<file path="src/rtl/uart_rx_oversampled_if.sv">
// Host-side handshake bundle of the oversampling UART receiver.
// master: receiver side, slave: host logic that pops words.
interface uart_rx_oversampled_if #(
    parameter int unsigned DATA_BITS  = 8,
    parameter int unsigned FIFO_DEPTH = 4
);
    logic [DATA_BITS-1:0]              data_out;
    logic                              parity_error;
    logic                              framing_error;
    logic                              data_valid;
    logic                              data_ack;
    logic                              overrun;
    logic                              busy;
    logic [$clog2(FIFO_DEPTH+1)-1:0]   fifo_count;

    modport master (
        output data_out, parity_error, framing_error, data_valid,
               overrun, busy, fifo_count,
        input  data_ack
    );

    modport slave (
        input  data_out, parity_error, framing_error, data_valid,
               overrun, busy, fifo_count,
        output data_ack
    );
endinterface

</file>
<file path="src/rtl/uart_rx_oversampled.sv">
// Oversampled UART receiver: 2-flop synchroniser, tick divider, 3-sample
// majority vote, configurable frame format and a small status-tagged FIFO.
module uart_rx_oversampled #(
    parameter int unsigned CLOCK_FREQ  = 50000000,
    parameter int unsigned BAUD_RATE   = 9600,
    parameter int unsigned OVERSAMPLE  = 16,
    parameter int unsigned DATA_BITS   = 8,
    parameter int unsigned PARITY_MODE = 0,
    parameter int unsigned STOP_BITS   = 1,
    parameter int unsigned FIFO_DEPTH  = 4
) (
    input  logic clk,
    input  logic Rst,
    input  logic enable,
    input  logic Rx,
    uart_rx_oversampled_if.master host
);
    localparam int unsigned TICK_RAW = CLOCK_FREQ / (BAUD_RATE * OVERSAMPLE);
    localparam int unsigned TICK_DIV = (TICK_RAW < 1) ? 1 : TICK_RAW;
    localparam int unsigned DIV_W    = (TICK_DIV > 1) ? $clog2(TICK_DIV) : 1;
    localparam int unsigned SAMP_W   = $clog2(OVERSAMPLE);
    localparam int unsigned MID      = OVERSAMPLE / 2;
    localparam int unsigned BIT_W    = 4;
    localparam int unsigned PTR_W    = $clog2(FIFO_DEPTH);
    localparam int unsigned CNT_W    = $clog2(FIFO_DEPTH + 1);
    localparam int unsigned WORD_W   = DATA_BITS + 2;
    localparam logic        PAR_ODD  = (PARITY_MODE == 2) ? 1'b1 : 1'b0;

    typedef enum logic [2:0] {IDLE, START, DATA, PARITY, STOP} state_t;

    state_t state, state_n;

    logic                 rx_meta, rx_s, rx_prev, fall;
    logic [DIV_W-1:0]     div_cnt;
    logic                 tick;
    logic [SAMP_W-1:0]    samp_cnt, samp_next;
    logic                 smp_a, smp_b, bit_val, decide;
    logic [BIT_W-1:0]     bit_cnt;
    logic [DATA_BITS-1:0] shift_reg;
    logic                 perr, ferr;
    logic                 start_det, push, shift_en;

    logic [WORD_W-1:0]    mem [FIFO_DEPTH];
    logic [PTR_W-1:0]     wr_ptr, rd_ptr;
    logic [CNT_W-1:0]     count;
    logic                 overrun_r, pop, full, push_ok;
    logic [WORD_W-1:0]    head;

    assign fall      = rx_prev & ~rx_s;
    assign tick      = (div_cnt == DIV_W'(TICK_DIV - 1));
    assign samp_next = (samp_cnt == SAMP_W'(OVERSAMPLE - 1)) ? '0 : samp_cnt + SAMP_W'(1);
    // Sample index is the counter value reached by the current tick, so the
    // decision lands (M+1) ticks after the start edge.
    assign decide    = tick && (samp_next == SAMP_W'(MID + 1));
    assign bit_val   = (smp_a & smp_b) | (smp_a & rx_s) | (smp_b & rx_s);

    always_comb begin
        state_n   = state;
        start_det = 1'b0;
        push      = 1'b0;
        shift_en  = 1'b0;
        case (state)
            IDLE: if (enable && fall) begin
                state_n   = START;
                start_det = 1'b1;
            end
            START: if (decide) state_n = bit_val ? IDLE : DATA;
            DATA: if (decide) begin
                shift_en = 1'b1;
                if (bit_cnt == BIT_W'(DATA_BITS - 1))
                    state_n = (PARITY_MODE != 0) ? PARITY : STOP;
            end
            PARITY: if (decide) state_n = STOP;
            STOP: if (decide && bit_cnt == BIT_W'(STOP_BITS - 1)) begin
                push    = 1'b1;
                state_n = IDLE;
            end
            default: state_n = IDLE;
        endcase
        if (!enable) begin
            state_n   = IDLE;
            start_det = 1'b0;
            push      = 1'b0;
            shift_en  = 1'b0;
        end
    end

    always_ff @(posedge clk or posedge Rst) begin
        if (Rst) begin
            state     <= IDLE;
            rx_meta   <= 1'b1;
            rx_s      <= 1'b1;
            rx_prev   <= 1'b1;
            div_cnt   <= '0;
            samp_cnt  <= '0;
            smp_a     <= 1'b1;
            smp_b     <= 1'b1;
            bit_cnt   <= '0;
            shift_reg <= '0;
            perr      <= 1'b0;
            ferr      <= 1'b0;
        end else begin
            state   <= state_n;
            rx_meta <= Rx;
            rx_s    <= rx_meta;
            rx_prev <= rx_s;
            if (start_det) begin
                div_cnt  <= '0;
                samp_cnt <= '0;
                bit_cnt  <= '0;
                perr     <= 1'b0;
                ferr     <= 1'b0;
            end else begin
                div_cnt <= tick ? '0 : div_cnt + DIV_W'(1);
                if (tick) begin
                    samp_cnt <= samp_next;
                    if (samp_next == SAMP_W'(MID - 1)) smp_a <= rx_s;
                    if (samp_next == SAMP_W'(MID))     smp_b <= rx_s;
                end
                if (shift_en)
                    shift_reg <= {bit_val, shift_reg[DATA_BITS-1:1]};
                if (state == PARITY && decide)
                    perr <= bit_val ^ (^shift_reg) ^ PAR_ODD;
                if (state == STOP && decide)
                    ferr <= ferr | ~bit_val;
                if (decide && (state == DATA || state == STOP))
                    bit_cnt <= (state_n == state) ? bit_cnt + BIT_W'(1) : '0;
            end
        end
    end

    assign pop     = host.data_ack && (count != '0);
    assign full    = (count == CNT_W'(FIFO_DEPTH));
    // A pop in the same cycle frees the slot, so a push into a full FIFO survives.
    assign push_ok = push && (!full || pop);

    always_ff @(posedge clk or posedge Rst) begin
        if (Rst) begin
            for (int unsigned i = 0; i < FIFO_DEPTH; i++) mem[i] <= '0;
            wr_ptr    <= '0;
            rd_ptr    <= '0;
            count     <= '0;
            overrun_r <= 1'b0;
        end else begin
            if (push_ok) begin
                mem[wr_ptr] <= {perr, ferr | ~bit_val, shift_reg};
                wr_ptr      <= wr_ptr + PTR_W'(1);
            end
            if (pop) rd_ptr <= rd_ptr + PTR_W'(1);
            case ({push_ok, pop})
                2'b10:   count <= count + CNT_W'(1);
                2'b01:   count <= count - CNT_W'(1);
                default: count <= count;
            endcase
            if (pop)
                overrun_r <= 1'b0;
            else if (push && full)
                overrun_r <= 1'b1;
        end
    end

    assign head               = mem[rd_ptr];
    assign host.data_out      = head[DATA_BITS-1:0];
    assign host.framing_error = head[DATA_BITS];
    assign host.parity_error  = head[DATA_BITS+1];
    assign host.data_valid    = (count != '0);
    assign host.overrun       = overrun_r;
    assign host.busy          = (state != IDLE);
    assign host.fifo_count    = count;
endmodule

</file>
<file path="src/flat_wrapper.sv">
// flat-port wrapper written by rule: the top's interface ports become plain ports
module uart_rx_oversampled_flat 
#(
    parameter int unsigned CLOCK_FREQ  = 50000000,
    parameter int unsigned BAUD_RATE   = 9600,
    parameter int unsigned OVERSAMPLE  = 16,
    parameter int unsigned DATA_BITS   = 8,
    parameter int unsigned PARITY_MODE = 0,
    parameter int unsigned STOP_BITS   = 1,
    parameter int unsigned FIFO_DEPTH  = 4
)
  (clk, Rst, enable, Rx, host_data_out, host_parity_error, host_framing_error, host_data_valid, host_overrun, host_busy, host_fifo_count, host_data_ack);
  uart_rx_oversampled_if #(.DATA_BITS(DATA_BITS), .FIFO_DEPTH(FIFO_DEPTH)) host_i ();
  input  logic clk;
  input  logic Rst;
  input  logic enable;
  input  logic Rx;
  output wire logic [$bits(host_i.data_out)-1:0] host_data_out;
  output wire logic [$bits(host_i.parity_error)-1:0] host_parity_error;
  output wire logic [$bits(host_i.framing_error)-1:0] host_framing_error;
  output wire logic [$bits(host_i.data_valid)-1:0] host_data_valid;
  output wire logic [$bits(host_i.overrun)-1:0] host_overrun;
  output wire logic [$bits(host_i.busy)-1:0] host_busy;
  output wire logic [$bits(host_i.fifo_count)-1:0] host_fifo_count;
  input wire logic [$bits(host_i.data_ack)-1:0] host_data_ack;
  assign host_data_out = host_i.data_out;
  assign host_parity_error = host_i.parity_error;
  assign host_framing_error = host_i.framing_error;
  assign host_data_valid = host_i.data_valid;
  assign host_overrun = host_i.overrun;
  assign host_busy = host_i.busy;
  assign host_fifo_count = host_i.fifo_count;
  assign host_i.data_ack = host_data_ack;
  uart_rx_oversampled #(.CLOCK_FREQ(CLOCK_FREQ), .BAUD_RATE(BAUD_RATE), .OVERSAMPLE(OVERSAMPLE), .DATA_BITS(DATA_BITS), .PARITY_MODE(PARITY_MODE), .STOP_BITS(STOP_BITS), .FIFO_DEPTH(FIFO_DEPTH)) u_core (.clk(clk), .Rst(Rst), .enable(enable), .Rx(Rx), .host(host_i));
endmodule
</file>
<file path="config.mk">
export PLATFORM = sky130hd
export DESIGN_NAME = uart_rx_oversampled_flat
export DESIGN_NICKNAME = d
export VERILOG_FILES = /design/src/rtl/uart_rx_oversampled_if.sv /design/src/rtl/uart_rx_oversampled.sv /design/src/flat_wrapper.sv
export SDC_FILE = /design/constraint.sdc
export NUM_CORES = 1
export LEC_CHECK = 0
export ABC_AREA = 1
export CAP_MARGIN = 0
export CORE_UTILIZATION = 38
export DETAILED_ROUTE_END_ITERATION = 12
export SLEW_MARGIN = 20
export SYNTH_ARGS = -nofsm -noshare
export SYNTH_HDL_FRONTEND = slang
export SYNTH_SLANG_ARGS = --single-unit
</file>
<file path="constraint.sdc">
create_clock -name clk -period 3 [get_ports clk]
set_input_delay 0.6 -clock clk [delete_from_list [all_inputs] [get_ports clk]]
set_output_delay 0.6 -clock clk [all_outputs]
set_load 0.02 [all_outputs]
</file>
==> results of run 1 <==
-- placed cells by master, fill, tap and decap left out, types with 11 or more instances in the layout --
master / count
o22ai_1: 11
inv_1: 46
o21ai_0: 29
nand4_1: 11
o21ai_1: 42
clkdlybuf4s50_1: 20
nor2_1: 51
nand2_1: 100
ha_1: 12
dfrtp_1: 78
-- cell type report --
class | instances | area, um^2
fill | 1058 | 6090
sequential | 83 | 2080
multi-input combinational | 331 | 1800
timing repair buffer | 27 | 265
inverter | 53 | 200
tap | 140 | 175
clock buffer | 9 | 124
clock inverter | 5 | 56.3
-- worst paths after layout --
path                                                start                                     to  slack [ps]  cells after the start
max in group asynchronous                             Rst             u_core.mem[34]$_DFFE_PP0P_        1770                      3
hold reg to reg                  u_core.rx_meta$_DFF_PP1_                  u_core.rx_s$_DFF_PP1_         360                      0
hold / removal                   u_core.rx_meta$_DFF_PP1_                  u_core.rx_s$_DFF_PP1_         360                      0
setup reg to reg           u_core.samp_cnt[1]$_DFFE_PP0P_  u_core.host.fifo_count[2]$_DFFE_PP0P_         540                     16
min in group asynchronous                             Rst            u_core.div_cnt[5]$_DFF_PP0_         640                      2
setup / recovery             u_core.rd_ptr[1]$_DFFE_PP0P_                     host_framing_error         290                      4
-- worst register-to-register path, stage by stage (launching register included) --
cell and delay [ps]:
dfrtp_1 450, ha_1 220, nand2_1 120, clkinv_1 70, nor2_1 210, a21oi_4 90, nand2_2 120, nor2_4 50
nand2_4 90, nand2_1 130, fa_1 390, inv_1 110, nand3_2 90, o21ai_0 90, nand2_1 60, nand2_1 50
inv_1 30
-- report_power, final --
part           switching (W)  internal [W]  leakage, nW  total [W]
registers          0.0000741       0.00119         1.11    0.00126
clock network       0.000390      0.000374       0.0909   0.000764
logic               0.000576      0.000402         1.05   0.000978
-- per-stage QoR --
stage                     utilization, %  std cells  power, W
after floorplan                        -        481   0.00189
after global placement              41.9        634   0.00227
after detailed placement            41.9        634   0.00227
after CTS                           43.6        648   0.00305
after global routing                43.6        648   0.00321
final                               43.6        648   0.00301
-- layer usage --
metal / part of all wire [%] / vias to the layer above / GRT usage, %
met4: 1.1 / 0 / 4.40
met2: 46 / 41 / 25.5
met1: 50 / 1546 / 21.0
met3: 3.3 / 9 / 4.07
met5: 0 / - / 0
li1: - / 1614 / -
-- logic make-up (layout without fill, tap and decap cells) --
group	count (synthesis)	after routing	share of synthesized area (%)
AOI/OAI and AO/OA	103	103	13.7
buffers and inverters	67	94	7.45
adders and majority gates	13	13	4.05
muxes	1	1	0.238
xor gates and xnor gates	14	14	2.92
DFF	83	83	49.6
and+or+nand+nor	200	200	22.0
==> summary.json, run 1 <==
{
  "logic_synthesis": {
    "yosys_register_bits": 83,
    "synth-warning-count": 0,
    "synth_enable_flop_cells": 0,
    "yosys.cell_count.top_type": "nand2_1",
    "synth_top_cells_by_area": "dfrtp_1, nand2_1, o21ai_1",
    "yosys.area.top_type": "dfrtp_1",
    "netlist.area_leader.share_pct": 46.5,
    "async_reset_ff_share_pct": 100,
    "synth_seq_area_share_pct": 49.6,
    "synthesis.instances": 481,
    "synth.avg_cell_area_um2": 8.73,
    "syn-num-nets": 499,
    "syn-cell-area_um2": 4200,
    "synthDistinctLibCells": 38,
    "yosys_most_used_dff": "dfrtp_1",
    "synth_top_cells_by_count": "nand2_1, dfrtp_1, nor2_1, inv_1, o21ai_1"
  },
  "routing": {
    "remaining_design_rule_violation_count": 0,
    "drt_first_iter_violations": 136,
    "dr_total_vias": 3210,
    "routed_via_density": 4.95,
    "postRouteAntennaNets": 0,
    "routed_wirelength_um": 8110,
    "drt_first_pass_iters": 5,
    "drt_wl_cell_um": 12.5
  },
  "finish": {
    "largest_reg_flops": 40,
    "drive_above_1_share_pct": 11.2,
    "layout-area-overhead-vs-synth_pct": 12.1,
    "design.final.nets": 523,
    "antenna_cells_inserted": 0,
    "post-route-cell-area_um2": 4710
  },
  "setup_path": {
    "crit_family": "buffers and inverters",
    "worst-path-max-fanout": 12,
    "timing_worst_setup_path_type": "reg -> out",
    "crit_path_max_incr_delay_ps": 640,
    "path_buf_inv": 2,
    "setup.worst_path.start_class": "register",
    "cp.required_ps": 2400,
    "cpMaxStageDelayCell": "clkdlybuf4s50_1",
    "arrival_ps": 2110,
    "crit_chain": "inv_1 > o21ai_0 > o22ai_1 > clkdlybuf4s50_1",
    "cp-end-kind": "output port"
  },
  "sta": {
    "layout_worst_path_cycle_share_pct": 90.4,
    "final_worst_setup_slack_ps": 287,
    "rsz0062_at_grt": "no",
    "worst_hold_slack_ps": 359,
    "period_minus_slack_ps": 2710,
    "fin_skew_ps": 13.3,
    "transition_time_at_the_pin_with_the_least_slew_margin_ps": 636,
    "hold_violations": 0,
    "worst_case_headroom_to_the_max_slew_limit_pct": 57.6,
    "setup_viol": 0,
    "setup_tns_ps": 0,
    "max_freq_mhz": 369,
    "timing.final.max_slew_violations": 0
  },
  "clocking": {
    "cts_tree": "built",
    "cts_buffers": 9,
    "clock_sinks": 83,
    "post_cts_resize_count": 0,
    "clock_tree_buffer_depth": 2,
    "cts_setup_buffers": 0,
    "clock_latency_ps": 350,
    "clock_tree.htree_level_count": 3,
    "cts.reportedPaths.clkPinSlew_ps": 80,
    "holdBufCountCts": 0,
    "clock-root-buffer": "clkbuf_8"
  },
  "place": {
    "buffer_ports.inserted": 20,
    "pre_cts_ws_ps": 519,
    "postPlaceCellArea_um2": 4530,
    "dpl.hpwl_um": 5810,
    "routabilityCongestion": 0.820
  },
  "die": {
    "ios": 21,
    "die_w_um": 107,
    "overall_die_area_um2": 11500,
    "number_of_cell_rows": 38,
    "effective_utilization_at_floorplan_pct": 38.9,
    "die_h_um": 107,
    "fp.coreArea_um2": 10800
  },
  "global_route": {
    "grt_start_max_net_pins": 38,
    "grt_pass1_vias": 3045,
    "grt_overflow_total": 0,
    "groute.usage.overall_pct": 15.8,
    "first_pass_grt_wire_length_um": 14200,
    "grt_antenna_before_repair": 0
  },
  "min_path": {
    "hold_path.class": "reg -> reg"
  },
  "power": {
    "power_density_normalized_to_cell_area_nw_per_um2": 639,
    "power_leakage_nw": 2.25,
    "irDropWorstVdd_v": 0.000283
  },
  "run_status": {
    "run_status": "finished clean"
  },
  "run": {
    "cap_viol_max_count": 0
  }
}
Power figures use the tool's default switching activity.
==> inputs of run 2 (changes only) <==
Settings changed: CAP_MARGIN 0 to 15.
==> results of run 2 <==
No change in the layout: final DEF, timing and power equal those of run 1.
